`config.mk`:
```
export PLATFORM = sky130hd
export DESIGN_NAME = simple_gan_dense_engine
export DESIGN_NICKNAME = d
export VERILOG_FILES = /design/src/rtl/simple_gan_dense_engine.sv
export SDC_FILE = /design/constraint.sdc
export NUM_CORES = 1
export LEC_CHECK = 0
export CORE_ASPECT_RATIO = 1.4
export CORE_MARGIN = 10
export CORE_UTILIZATION = 60
export DETAILED_ROUTE_END_ITERATION = 6
export DONT_BUFFER_PORTS = 1
export PLACE_DENSITY_LB_ADDON = 0.2
export SLEW_MARGIN = 20
export SYNTH_ARGS = -nofsm -noshare
export SYNTH_HDL_FRONTEND = slang
export SYNTH_SLANG_ARGS = --single-unit
```
`constraint.sdc`:
```
create_clock -name clk -period 10.9 [get_ports clk]
set_input_delay 2.725 -clock clk [delete_from_list [all_inputs] [get_ports clk]]
set_output_delay 2.725 -clock clk [all_outputs]
set_load 0.01 [all_outputs]
```
`src/rtl/simple_gan_dense_engine.sv`:
```
// Dense-layer sequencer/MAC for the simple GAN. It walks o/i over the weight,
// bias and activation stores, and absorbs their 1-cycle read latency with a
// delayed valid flag. It accumulates Q8.8 x Q1.7 products on top of a Q8.8
// bias, and emits one rounded, optionally ReLU'd, saturated Q8.8 result per
// output neuron.
module simple_gan_dense_engine #(
  parameter int N_IN     = 2,
  parameter int N_OUT    = 3,
  parameter int W_ADDR_W = 5,
  parameter int B_ADDR_W = 4,
  parameter int A_ADDR_W = 4
) (
  input  logic                clk,
  input  logic                rst_n,
  input  logic                start,
  input  logic                relu_en,
  output logic [W_ADDR_W-1:0] w_addr,
  input  logic [7:0]          w_data,
  output logic [B_ADDR_W-1:0] b_addr,
  input  logic [15:0]         b_data,
  output logic [A_ADDR_W-1:0] a_addr,
  input  logic [15:0]         a_data,
  output logic                busy,
  output logic                out_valid,
  output logic [B_ADDR_W-1:0] out_idx,
  output logic [15:0]         out_data,
  output logic                done
);

  localparam logic [1:0] S_IDLE  = 2'd0;
  localparam logic [1:0] S_FETCH = 2'd1;
  localparam logic [1:0] S_DRAIN = 2'd2;

  localparam logic [A_ADDR_W-1:0] I_LAST = A_ADDR_W'(N_IN - 1);
  localparam logic [B_ADDR_W-1:0] O_LAST = B_ADDR_W'(N_OUT - 1);

  logic [1:0]          state_q, state_d;
  logic [B_ADDR_W-1:0] o_q, o_d;
  logic [A_ADDR_W-1:0] i_q, i_d;
  logic                relu_q, relu_d;
  logic                busy_q, busy_d;
  // vld/first/last trail the fetch by one cycle, lining up with ROM data
  logic                vld_q, vld_d;
  logic                first_q, first_d;
  logic                last_q, last_d;
  logic signed [31:0]  acc_q, acc_d;
  logic                out_valid_q, out_valid_d;
  logic [B_ADDR_W-1:0] out_idx_q, out_idx_d;
  logic [15:0]         out_data_q, out_data_d;
  logic                done_q, done_d;

  logic                accept;
  logic signed [23:0]  prod;
  logic signed [31:0]  prod_ext, bias_ext, sum, rnd, rl;
  logic [15:0]         sat;

  // Addresses come straight from the counters; the stores register them
  assign w_addr = W_ADDR_W'(o_q) * W_ADDR_W'(N_IN) + W_ADDR_W'(i_q);
  assign b_addr = o_q;
  assign a_addr = i_q;

  assign busy      = busy_q;
  assign out_valid = out_valid_q;
  assign out_idx   = out_idx_q;
  assign out_data  = out_data_q;
  assign done      = done_q;

  // MAC datapath: Q9.15 product, bias lifted to the same scale, round/clamp
  always_comb begin
    prod     = $signed({{8{a_data[15]}}, a_data}) * $signed({{16{w_data[7]}}, w_data});
    prod_ext = {{8{prod[23]}}, prod};
    bias_ext = {{9{b_data[15]}}, b_data, 7'd0};
    sum      = (first_q ? bias_ext : acc_q) + prod_ext;
    rnd      = (sum + 32'sd64) >>> 7;
    rl       = (relu_q && rnd < 0) ? 32'sd0 : rnd;
    if (rl > 32'sd32767)       sat = 16'h7fff;
    else if (rl < -32'sd32768) sat = 16'h8000;
    else                       sat = rl[15:0];
  end

  // Sequencer: IDLE -> FETCH (N_IN cycles) -> DRAIN -> next neuron or IDLE
  always_comb begin
    state_d     = state_q;
    o_d         = o_q;
    i_d         = i_q;
    relu_d      = relu_q;
    busy_d      = busy_q;
    acc_d       = acc_q;
    out_valid_d = 1'b0;
    out_idx_d   = out_idx_q;
    out_data_d  = out_data_q;
    done_d      = 1'b0;
    // busy stays up in the done cycle, so a start there is still ignored
    accept      = start && (state_q == S_IDLE) && !busy_q;
    vld_d       = (state_q == S_FETCH);
    first_d     = (state_q == S_FETCH) && (i_q == '0);
    last_d      = (state_q == S_FETCH) && (i_q == I_LAST);

    if (done_q) busy_d = 1'b0;

    case (state_q)
      S_IDLE: begin
        if (accept) begin
          state_d = S_FETCH;
          o_d     = '0;
          i_d     = '0;
          relu_d  = relu_en;
          busy_d  = 1'b1;
        end
      end
      S_FETCH: begin
        if (i_q == I_LAST) begin
          state_d = S_DRAIN;
          i_d     = '0;
        end else begin
          i_d = i_q + 1'b1;
        end
      end
      S_DRAIN: begin
        if (o_q == O_LAST) begin
          state_d = S_IDLE;
        end else begin
          state_d = S_FETCH;
          o_d     = o_q + 1'b1;
          i_d     = '0;
        end
      end
      default: state_d = S_IDLE;
    endcase

    // Product of the last input closes the neuron; o_q still names it here
    if (vld_q) begin
      acc_d = sum;
      if (last_q) begin
        out_valid_d = 1'b1;
        out_idx_d   = o_q;
        out_data_d  = sat;
        done_d      = (o_q == O_LAST);
      end
    end
  end

  // State registers; reset drops any partial neuron
  always_ff @(posedge clk or negedge rst_n) begin
    if (!rst_n) begin
      state_q     <= S_IDLE;
      o_q         <= '0;
      i_q         <= '0;
      relu_q      <= 1'b0;
      busy_q      <= 1'b0;
      vld_q       <= 1'b0;
      first_q     <= 1'b0;
      last_q      <= 1'b0;
      acc_q       <= '0;
      out_valid_q <= 1'b0;
      out_idx_q   <= '0;
      out_data_q  <= '0;
      done_q      <= 1'b0;
    end else begin
      state_q     <= state_d;
      o_q         <= o_d;
      i_q         <= i_d;
      relu_q      <= relu_d;
      busy_q      <= busy_d;
      vld_q       <= vld_d;
      first_q     <= first_d;
      last_q      <= last_d;
      acc_q       <= acc_d;
      out_valid_q <= out_valid_d;
      out_idx_q   <= out_idx_d;
      out_data_q  <= out_data_d;
      done_q      <= done_d;
    end
  end

endmodule

```
# Word-level counts from Yosys, hierarchy flattened

Cells that the tools add are included.

Output and inout bits: 36
Register bits after elaboration: 69
Word-level logic and storage cells: 65

Eq/ne operators: 7
Muxes and demuxes: 21
Multiply operators: 1
Add/subtract/negate cells: 5
$lt $le $gt $ge: 3
Reduce and logical (&&, ||, !) cells: 15

Operators by type and width:

| cell                    | number |
|---|---|
| $mux W32                | 2 |
| $add A32 B24 Y32        | 1 |
| $add A32 B8 Y32 const B | 1 |
| $gt A32 B16 Y1 const B  | 1 |
| $lt A32 B16 Y1 const B  | 1 |
| $mux W16                | 2 |
| $lt A25 B1 Y1 const B   | 1 |
| $mul A16 B8 Y24         | 1 |
| $mux W4                 | 4 |
| $pmux W4 S3             | 1 |
| $add A4 B1 Y4 const B   | 2 |
| $mux W1                 | 8 |
| $pmux W4 S2             | 1 |
| $pmux W2 S3             | 1 |
| $reduce_and A2 Y1       | 3 |
| $reduce_and A3 Y1       | 2 |
| $add A5 B4 Y5           | 1 |
| $logic_and A1 B1 Y1     | 5 |
| $eq A4 B1 Y1 const B    | 1 |
| $eq A4 B2 Y1 const B    | 1 |
| $logic_not A4 Y1        | 1 |
| $mux W2                 | 2 |
| $ne A2 B2 Y1 const B    | 2 |
| $reduce_bool A3 Y1      | 1 |
| 6 further kinds         | 6 |

# Depth between registers and ports, before layout

Gate-level depths: netlist of run 1.

Word-level depth: 9
Gate-level depth with buffers: 28
Gate-level depth less buffers: 24

# Worst setup path before layout of run 1

No wires, ideal clock.

Path type: in2reg
Start point: in a_data[15]
End point: reg out_data_q[11], in the netlist out_data[11]
Stages: 21
Setup slack: 1.704 ns
Setup time: 0.101 ns
Buffers on the path: 1
Arrival: 9.095 ns
Cell sequence: and2_1 fa_1 fa_1 fa_1 inv_1 fa_1 inv_1 ha_1 ha_1 a21oi_1 o21ai_0 nor3_1 a21oi_1 a211oi_1 nand3_2 a2111oi_2 nand4b_1 a2111oi_4 nor2_2 buf_6 o32ai_1

Cells in the longest elaborated chain, start to end: 9
Elaborated cells on any way between the ends: 10
Those cells by class: add/sub (2); mul (1); order compare (3); mux (3); reduce/logical (1)

Ends and longest elaborated chain:

| what                 | line | source |
|---|---|---|
| start, declared      | 22   | `input logic [15:0] a_data,` |
| $mul A16 B8 Y24 *    | 70   | `prod = $signed({{8{a_data[15]}}, a_data}) * $signed({{16{w_data[7]}}, w_data});` |
| $add A32 B24 Y32 *   | 73   | `sum = (first_q ? bias_ext : acc_q) + prod_ext;` |
| $add A32 B8 Y32 *    | 74   | `rnd = (sum + 32'sd64) >>> 7;` |
| $lt A25 B1 Y1        | 75   | `rl = (relu_q && rnd < 0) ? 32'sd0 : rnd;` |
| $logic_and A1 B1 Y1  | 75   |  |
| $mux W32 *           | 75   |  |
| $lt A32 B16 Y1       | 77   | `else if (rl < -32'sd32768) sat = 16'h8000;` |
| $mux W16             | 77   |  |
| $mux W16 *           | 76   | `if (rl > 32'sd32767) sat = 16'h7fff;` |
| end signal, assigned | 171  | `out_data_q <= out_data_d;` |
| end, declared        | 49   | `logic [15:0] out_data_q, out_data_d;` |

Every way passes the cells marked *; elsewhere a longest branch is shown, timed or not.
A chain may end at the register's enable or synchronous reset.

# Worst setup path in the final report of run 1

Start point: in w_data[7]
End point: reg out_data_q[4], in the netlist out_data[4]

Cells in the longest elaborated chain, start to end: 9
Elaborated cells on any way between the ends: 10
Those cells by class: add/sub (2); mul (1); order compare (3); mux (3); reduce/logical (1)

Ends and longest elaborated chain:

| what                | line | source |
|---|---|---|
| start, declared     | 18   | `input logic [7:0] w_data,` |
| $mul A16 B8 Y24 *   | 70   |  |
| $add A32 B24 Y32 *  | 73   |  |
| $add A32 B8 Y32 *   | 74   |  |
| $lt A25 B1 Y1       | 75   |  |
| $logic_and A1 B1 Y1 | 75   |  |
| $mux W32 *          | 75   |  |
| $lt A32 B16 Y1      | 77   |  |
| $mux W16            | 77   |  |
| $mux W16 *          | 76   |  |

Marked as above.

==> results.json, run 1 <==
{
  "h-tree-depth": 3,
  "drcViolationCount": 0,
  "worst_r2r_endpoint": "out_data[4]$_DFFE_PN0P_",
  "critPathKind": "input pin to flop",
  "drive_gt1_frac": 0.0719,
  "cts_resized": 0,
  "cts_sinks": 69,
  "num-fill-cells": 1502,
  "viasPerCell": 5.90,
  "cts_buffers": 9,
  "cts.clk_slew.worst_paths_ns": 0.06,
  "max-clock-path-buffers": 2,
  "startpoint_type": "input pin",
  "period_share": 0.879,
  "regArea_sq_mm": 0.00173,
  "tns_ns": 0,
  "cts_tree": "built",
  "syn-cell-area_sq_mm": 0.0106,
  "die_y_microns": 177,
  "io_buffers": 0,
  "dieArea_sq_mm": 0.0235,
  "crit_end": "out_data[4]$_DFFE_PN0P_",
  "min_path_cells": 1,
  "rsz0062_at_grt": "no",
  "yosys_register_bits": 69,
  "overflow": 0,
  "wl_per_cell_microns": 18.9,
  "crit_path_end_kind": "flop",
  "grt_start_max_net_pins": 70,
  "postSynth.asyncResetShare": 1.00,
  "syn_nets": 1398,
  "grt_pass1_wl_microns": 42900,
  "die_w_microns": 132,
  "r2r_start": "first_q$_DFF_PN0_",
  "clock_latency_ns": 0.34,
  "clockRootBuffer": "clkbuf_16",
  "maxCapViolCount": 0,
  "antenna_left": 0,
  "hp-class": "flop to flop",
  "area_delta_synth_final_pct": 4.71,
  "wirelength_microns": 25200,
  "setup_viol": 0,
  "initial_core_util": 0.610,
  "critical_path_arrival_ns": 9.77,
  "multi_input_area_sq_mm": 0.00816,
  "maxSlewViolCount": 0,
  "worst_pin_slew_ns": 0.770,
  "hold_viol": 0,
  "fmax_ghz": 0.104,
  "fin_nets": 1375,
  "dp.final_hpwl_microns": 20900,
  "r2r_cells": 21,
  "postCtsSetupRepairBufs": 0,
  "syn_avg_cell_area_sq_um": 9.50,
  "grtUsageTotal": 0.224,
  "n_antenna_cell": 0,
  "synth_edf_count": 0,
  "outcome": "completed",
  "worstPathMaxFanout": 16,
  "yosys_warnings": 0,
  "ioPinCount": 80,
  "gp_congestion": 0.913,
  "synthCells": 1117,
  "timing.reg2reg.setup_slack_ns": 2.99,
  "worstPathRequired_ns": 11.09,
  "maxSlewHeadroom": 0.474,
  "num_vias": 7873,
  "synth.distinct_cells": 80,
  "antenna_found_initial": 0,
  "row_count": 57,
  "synth_flop_cell": "dfrtp_1",
  "yosysSeqAreaShare": 0.163,
  "finalCriticalPeriod_ns": 9.58,
  "startpoint": "w_data[7]",
  "core_sq_mm": 0.0174,
  "hold_buffers": 0,
  "drtIter0Drc": 337,
  "grt_pass1_vias": 8412,
  "dr.pass1.iters": 5,
  "fin_worst_skew_ns": 0.00851
}
flip-flops by register name (all words and copies together), names as in the netlist:
name	flops
done	1
out_valid	1
relu_q	1
out_data	16
first_q	1
state_q	2
b_addr	4
last_q	1
acc_q	32
a_addr	4
vld_q	1
out_idx	4
busy	1
logic make-up (layout without fill, tap and decap cells):
family          count (synthesis)  in the layout  synth area share
xor+xnor                       40             40            0.0352
flops                          69             69             0.163
fa+ha+maj                     237            237             0.394
buf+inv                       187            169            0.0681
mux                            41             41            0.0418
compound gates                198            198             0.129
simple gates                  345            345             0.170
placed cells by master, fill, tap and decap left out, types with 8 or more instances in the layout:
cell type / count
nand3_1: 24
a21oi_1: 36
nand2b_1: 14
nand4_1: 11
o211ai_1: 8
nor2_1: 69
mux2_2: 26
o22ai_1: 10
nand2_1: 86
and2_1: 83
o21ai_0: 60
xnor2_1: 30
fa_1: 161
dfrtp_1: 69
ha_1: 76
nor3_1: 8
a211oi_1: 9
inv_1: 148
o32ai_1: 8
clkbuf_16: 9
a21o_1: 12
mux2i_1: 15
metrics by stage:
| step | util | cells | instance area [sq um] | worst slack, ns | hold slack [ns] |
|---|---|---|---|---|---|
| finish | 0.638 | 1335 | 11100 | 1.32 | 0.451 |
| floorplan | - | 1117 | 10600 | 1.70 | 0.435 |
| CTS | 0.638 | 1335 | 11100 | 1.39 | 0.467 |
| global route | 0.638 | 1335 | 11100 | 0.515 | 0.503 |
| detailed placement | 0.620 | 1319 | 10800 | 1.05 | 0.447 |
| global placement | 0.619 | 1318 | 10800 | 1.04 | 0.463 |
Yosys cell counts (all sizes together), types with 12 or more instances:
cell,number,share of area
fa,161,0.30
inv,148,0.052
nand2,86,0.030
and2,83,0.049
ha,76,0.090
nor2,71,0.026
dfrtp,69,0.16
o21ai,64,0.031
a21oi,38,0.019
xnor2,33,0.029
clkbuf,26,0.0092
mux2,26,0.028
nand3,25,0.012
mux2i,15,0.014
nand2b,14,0.0083
buf,13,0.0065
a211oi,12,0.011
a21o,12,0.0085
nand4,12,0.0085
area by class of cell:
cell class              instances  share of cell area
flip-flops and latches         69               0.155
repair buffers                  5             0.00406
multi-input cells             861               0.735
well taps                     236              0.0266
clock inverters                 5             0.00744
clock buffers                  11              0.0219
inverters                     148              0.0500
worst min-delay path by stage:
| stage | slack [ns] | startpoint | endpoint |
|---|---|---|---|
| 6_report | 0.45 | relu_q$_DFFE_PN0P_ | out_data[15]$_DFFE_PN0P_ |
| 5_1_grt | 0.50 | relu_q$_DFFE_PN0P_ | out_data[15]$_DFFE_PN0P_ |
| 4_1_cts | 0.47 | relu_q$_DFFE_PN0P_ | out_data[15]$_DFFE_PN0P_ |
| 3_5_place_dp | 0.45 | relu_q$_DFFE_PN0P_ | out_data[15]$_DFFE_PN0P_ |
| 3_3_place_gp | 0.46 | relu_q$_DFFE_PN0P_ | out_data[15]$_DFFE_PN0P_ |
| 2_1_floorplan | 0.44 | relu_q$_DFFE_PN0P_ | out_data[15]$_DFFE_PN0P_ |
critical path: stages:
cell and delay (ns):
inv_1 0.41, nor2_1 0.13, fa_1 0.55, inv_1 0.06, fa_1 0.50, inv_1 0.06
fa_1 0.54, inv_1 0.06, fa_1 0.54, inv_1 0.04, ha_1 0.28, ha_1 0.40
nand2_1 0.12, o21ai_0 0.42, nor3_1 0.16, a211oi_1 0.65, nor3_1 0.10, nand4b_1 0.19
a2111oi_0 0.70, nand4b_1 0.20, xor2_1 0.20, nand2b_1 0.17, a21bo_2 0.41, o22ai_1 0.14
layer usage:
metal,routed length [microns],GRT usage,share of wire,up-vias
met4,954,0.0942,0.038,0
met2,13600,0.413,0.54,166
li1,-,-,-,3686
met5,0,0,0,-
met3,1090,0.0374,0.043,63
met1,9520,0.250,0.38,3958
Power of run 1 is not shown: default switching activity piles up to over one toggle a cycle in this logic, so the estimate is an artifact.
==> run 2, diff against run 1 <==
--- a/config.mk
+++ b/config.mk
@@ -10,6 +10,7 @@
 export CORE_UTILIZATION = 60
 export DETAILED_ROUTE_END_ITERATION = 6
 export DONT_BUFFER_PORTS = 1
+export GPL_ROUTABILITY_DRIVEN = 0
 export PLACE_DENSITY_LB_ADDON = 0.2
 export SLEW_MARGIN = 20
 export SYNTH_ARGS = -nofsm -noshare
==> run 2 against run 1 <==
Core utilization shrank 0.10 points. Critical path depth shrank 4. Register-to-register slack lost 0.10 ns. Design area shrank 0.16%. Die area is the same. Routed wire length shrank 0.77%. Clock-buffer cell count shrank 2. Maximum frequency grew 0.28%. First-iteration DRC count grew 37%.
==> results.json, run 2 (synthesis results as in run 1) <==
{
  "cts_resized": 0,
  "setup_viol": 0,
  "cts.clk_slew.worst_paths_ns": 0.06,
  "worstPathRequired_ns": 11.09,
  "cts_sinks": 69,
  "cp_cell_sequence": "inv_1 -> nor2_1 -> fa_1 -> fa_1 -> fa_1 -> fa_1 -> ha_1 -> ha_1 -> o211ai_2 -> o21a_4 -> a2111oi_0 -> nor2_1 -> xnor2_2 -> nand4b_1 -> a2111oi_0 -> nand4b_1 -> xor2_1 -> nand2b_1 -> a21bo_2 -> o22ai_1",
  "r2r_start": "first_q$_DFF_PN0_",
  "postCtsSetupRepairBufs": 0,
  "maxSlewHeadroom": 0.412,
  "die_w_microns": 132,
  "row_count": 57,
  "fin_nets": 1374,
  "hold_start": "relu_q$_DFFE_PN0P_",
  "num_vias": 7877,
  "dp.final_hpwl_microns": 20700,
  "startpoint_type": "input pin",
  "overflow": 0,
  "critical_path_arrival_ns": 9.74,
  "worst_pin_slew_ns": 0.860,
  "fmax_ghz": 0.105,
  "worst_r2r_endpoint": "out_data[8]$_DFFE_PN0P_",
  "regArea_sq_mm": 0.00173,
  "slowest_stage": "a2111oi_0",
  "hold_buffers": 0,
  "n_antenna_cell": 0,
  "antenna_found_initial": 0,
  "tns_ns": 0,
  "crit_buf_inv": 1,
  "grt_pass1_vias": 8431,
  "drcViolationCount": 0,
  "period_share": 0.877,
  "grt.busiest_layer": "met2",
  "largest-register": "acc_q",
  "finalCriticalPeriod_ns": 9.56,
  "dieArea_sq_mm": 0.0235,
  "io_buffers": 0,
  "holdPathEnd": "out_data[15]$_DFFE_PN0P_",
  "multi_input_area_sq_mm": 0.00816,
  "timing.reg2reg.setup_slack_ns": 2.89,
  "grt_start_max_net_pins": 70,
  "cts_buffers": 9,
  "dr.pass1.iters": 5,
  "rsz0062_at_grt": "no",
  "grtUsageMet3": 0.0424,
  "cts_tree": "built",
  "num-fill-cells": 1527,
  "max-clock-path-buffers": 2,
  "grt_use_met2": 0.411,
  "outcome": "completed",
  "ioPinCount": 80,
  "viasPerCell": 5.90,
  "maxCapViolCount": 0,
  "min_path_cells": 1,
  "clock_latency_ns": 0.35,
  "finalWorstSetupSlack_ns": 1.34,
  "grtUsageTotal": 0.224,
  "maxSlewViolCount": 0,
  "wl_per_cell_microns": 18.7,
  "critPathKind": "input pin to flop",
  "wirelength_microns": 25000,
  "use_met1": 0.255,
  "hold_viol": 0,
  "initial_core_util": 0.610,
  "antenna_left": 0,
  "clockRootBuffer": "clkbuf_16",
  "largest_reg_flops": 32,
  "area_delta_synth_final_pct": 4.54,
  "drive_gt1_frac": 0.0719,
  "pre_cts_ws_ns": 1.07,
  "fin_worst_skew_ns": 0.0122,
  "final_cell_mix": "161 x fa_1, 148 x inv_1, 86 x nand2_1, 83 x and2_1, 76 x ha_1",
  "hp-class": "flop to flop",
  "r2r_cells": 21,
  "cpLargestDelayFamily": "adder cells",
  "die_y_microns": 177,
  "h-tree-depth": 3,
  "core_sq_mm": 0.0174,
  "worstPathMaxFanout": 16,
  "crit_path_end_kind": "flop",
  "cpMostUsedCell": "fa_1",
  "drtIter0Drc": 461,
  "grt_pass1_wl_microns": 43100,
  "layout_commonest_cell": "fa_1",
  "max_stage_delay_ns": 0.79
}
## run 2: cell types whose count changed in the layout (fill, tap and decap cells not counted), sizes merged
cell and delta:
inv +1, clkinvlp +2, buf -1, clkbuf -2, clkinv -1
## run 2: layout make-up
class | count | share of cell area
Clock inverter | 7 | 0.00880
Tap cell | 236 | 0.0266
Sequential cell | 69 | 0.156
Timing Repair Buffer | 4 | 0.00271
Clock buffer | 9 | 0.0203
Inverter | 148 | 0.0501
Multi-Input combinational cell | 861 | 0.736
## run 2: metal layers
layer | part of all wire | vias to the layer above | routed length, microns
met5 | 0 | - | 0
met4 | 0.033 | 0 | 828
met3 | 0.044 | 59 | 1100
met2 | 0.54 | 174 | 13500
met1 | 0.38 | 3961 | 9560
li1 | - | 3683 | -
## run 2: metrics by stage
| step | cell area (sq um) | hold WS, ns | std cells | utilization |
|---|---|---|---|---|
| 2_1_floorplan | 10600 | 0.435 | 1117 | - |
| 3_3_place_gp | 10800 | 0.460 | 1318 | 0.619 |
| 3_5_place_dp | 10800 | 0.453 | 1318 | 0.619 |
| 4_1_cts | 11100 | 0.477 | 1334 | 0.637 |
| 5_1_grt | 11100 | 0.496 | 1334 | 0.637 |
| 6_report | 11100 | 0.466 | 1334 | 0.637 |
## run 2: worst register-to-register path: cells and delay by family, from the launching register on
family	cells	cell delay, ns
buffers and inverters	2	0.44
and+or+nand+nor	4	0.75
xor gates and xnor gates	2	0.59
adders and majority gates	6	2.56
AOI/OAI and AO/OA	6	2.34
DFF	1	0.79
muxes	1	0.38
## run 2: how the worst max path moves through the flow
| stage | startpoint | end | slack, ns | depth (start not counted) |
|---|---|---|---|---|
| detailed placement | w_data[7] | out_data[8]$_DFFE_PN0P_ | 1.07 | 24 |
| global route | w_data[7] | out_data[8]$_DFFE_PN0P_ | 0.82 | 24 |
| CTS | w_data[7] | out_data[8]$_DFFE_PN0P_ | 1.38 | 24 |
| finish | w_data[7] | out_data[8]$_DFFE_PN0P_ | 1.34 | 20 |
| floorplan | a_data[15] | out_data[11]$_DFFE_PN0P_ | 1.70 | 21 |
| global placement | w_data[7] | out_data[2]$_DFFE_PN0P_ | 1.21 | 24 |
Power of run 2 is left out for the same reason.
==> run 3, diff against run 2 <==
--- a/config.mk
+++ b/config.mk
@@ -11,6 +11,7 @@
 export DETAILED_ROUTE_END_ITERATION = 6
 export DONT_BUFFER_PORTS = 1
 export GPL_ROUTABILITY_DRIVEN = 0
+export GPL_TIMING_DRIVEN = 0
 export PLACE_DENSITY_LB_ADDON = 0.2
 export SLEW_MARGIN = 20
 export SYNTH_ARGS = -nofsm -noshare
==> run 3 against run 2 <==
Core utilization is 0.65 points higher. Design area is 1.0% higher. Global-route usage is 0.69 points higher. Clock-buffer cell count stayed put. Non-clock buffer count is 35 higher. Largest cell class unchanged. Maximum frequency is 5.7% lower. First-iteration DRC count is 14% lower. Worst hold slack better by 0.0064 ns. Clock skew is 0.0043 ns lower. Critical path depth is 6 higher.
==> results.json, run 3 (synthesis results as in run 1) <==
{
  "dieArea_sq_mm": 0.0235,
  "maxSlewViolCount": 0,
  "grtUsageTotal": 0.231,
  "grt_pass1_wl_microns": 44300,
  "antenna_left": 0,
  "wl_per_cell_microns": 18.8,
  "regArea_sq_mm": 0.00173,
  "die_w_microns": 132,
  "antenna_found_initial": 0,
  "num-fill-cells": 1529,
  "ioPinCount": 80,
  "dpl-instance-area_sq_mm": 0.0109,
  "setup_viol": 0,
  "startpoint_type": "input pin",
  "multi_input_area_sq_mm": 0.00816,
  "postCtsSetupRepairBufs": 0,
  "crit_path_end_kind": "flop",
  "wirelength_microns": 25700,
  "drive_gt1_frac": 0.0759,
  "layout_commonest_cell": "fa_1",
  "drcViolationCount": 0,
  "max-clock-path-buffers": 2,
  "slowest_stage": "a211oi_1",
  "outcome": "completed",
  "holdPathEnd": "out_data[15]$_DFFE_PN0P_",
  "hold_viol": 0,
  "maxCapViolCount": 0,
  "cts.clk_slew.worst_paths_ns": 0.06,
  "num_vias": 8034,
  "max_stage_delay_ns": 0.78,
  "fmax_ghz": 0.0987,
  "dp.final_hpwl_microns": 21600,
  "row_count": 57,
  "cpMostUsedCell": "inv_1",
  "grt_start_max_net_pins": 70,
  "cts_sinks": 69,
  "final_cell_mix": "161 x fa_1, 148 x inv_1, 86 x nand2_1, 81 x and2_1, 76 x ha_1",
  "tns_ns": 0,
  "final_util": 0.644,
  "cts_resized": 0,
  "hp-class": "flop to flop",
  "worst_pin_slew_ns": 0.974,
  "clockRootBuffer": "clkbuf_16",
  "area_delta_synth_final_pct": 5.62,
  "timing.reg2reg.setup_slack_ns": 2.59,
  "viasPerCell": 5.87,
  "min_path_cells": 1,
  "worst_r2r_endpoint": "out_data[0]$_DFFE_PN0P_",
  "critPathKind": "input pin to flop",
  "overflow": 0,
  "fin_worst_skew_ns": 0.00795,
  "clock_latency_ns": 0.34,
  "finalCriticalPeriod_ns": 10.14,
  "design_area_sq_mm": 0.0112,
  "fin_nets": 1409,
  "worstPathMaxFanout": 10,
  "drtIter0Drc": 398,
  "initial_core_util": 0.610,
  "h-tree-depth": 3,
  "dr.pass1.iters": 5,
  "rsz0062_at_grt": "no",
  "maxSlewHeadroom": 0.346,
  "hold_buffers": 0,
  "critical_path_arrival_ns": 10.33,
  "cts_tree": "built",
  "grt_pass1_vias": 8631,
  "r2r_cells": 22,
  "die_y_microns": 177,
  "n_antenna_cell": 0,
  "r2r_start": "first_q$_DFF_PN0_",
  "period_share": 0.930,
  "io_buffers": 0,
  "largest_reg_flops": 32,
  "worstPathRequired_ns": 11.09,
  "cts_buffers": 9,
  "largest-register": "acc_q",
  "hold_start": "relu_q$_DFFE_PN0P_",
  "core_sq_mm": 0.0174
}
## run 3: changes by cell type in the layout (fill, tap and decap cells not counted), moves of 2 or more
cell,delta
and2_2,+2
clkbuf_1,+26
buf_2,+7
buf_1,+4
and2_1,-2
buf_4,-3
## run 3: worst max-delay path by stage
stage                          start                        to  slack, ns  cells after the start
after floorplan           a_data[15]  out_data[11]$_DFFE_PN0P_       1.70                     21
after global placement     w_data[7]   out_data[7]$_DFFE_PN0P_       0.56                     26
after detailed placement   w_data[7]  out_data[13]$_DFFE_PN0P_       0.50                     26
after CTS                  w_data[7]   out_data[0]$_DFFE_PN0P_       0.84                     26
after global routing       w_data[7]   out_data[5]$_DFFE_PN0P_       0.27                     26
final                      w_data[7]   out_data[0]$_DFFE_PN0P_       0.76                     26
## run 3: cell type report
type	count	area share
multi-input cells	861	0.728
well taps	236	0.0264
inverters	148	0.0496
flip-flops and latches	69	0.154
clock buffers	9	0.0201
clock inverters	7	0.00648
plain buffers	39	0.0149
## run 3: critical path, delay by kind of cell
family,cells,cell delay (ns)
compound gates,9,2.49
fa+ha+maj,6,2.78
buf+inv,7,1.23
mux,1,0.25
simple gates,3,0.82
## run 3: layer usage
metal  up-vias  GRT usage  wire, microns
met5         -          0              0
met4         0     0.0896            878
met3        57     0.0399           1190
met2       216      0.424          13900
met1      4012      0.261           9770
li1       3749          -              -
## run 3: metrics by stage
stage,instances,worst slack (ns),hold slack [ns]
detailed placement,1353,0.500,0.458
global placement,1353,0.561,0.445
CTS,1369,0.841,0.477
floorplan,1117,1.70,0.435
global route,1369,0.272,0.487
finish,1369,0.765,0.472
Power of run 3 is left out for the same reason.
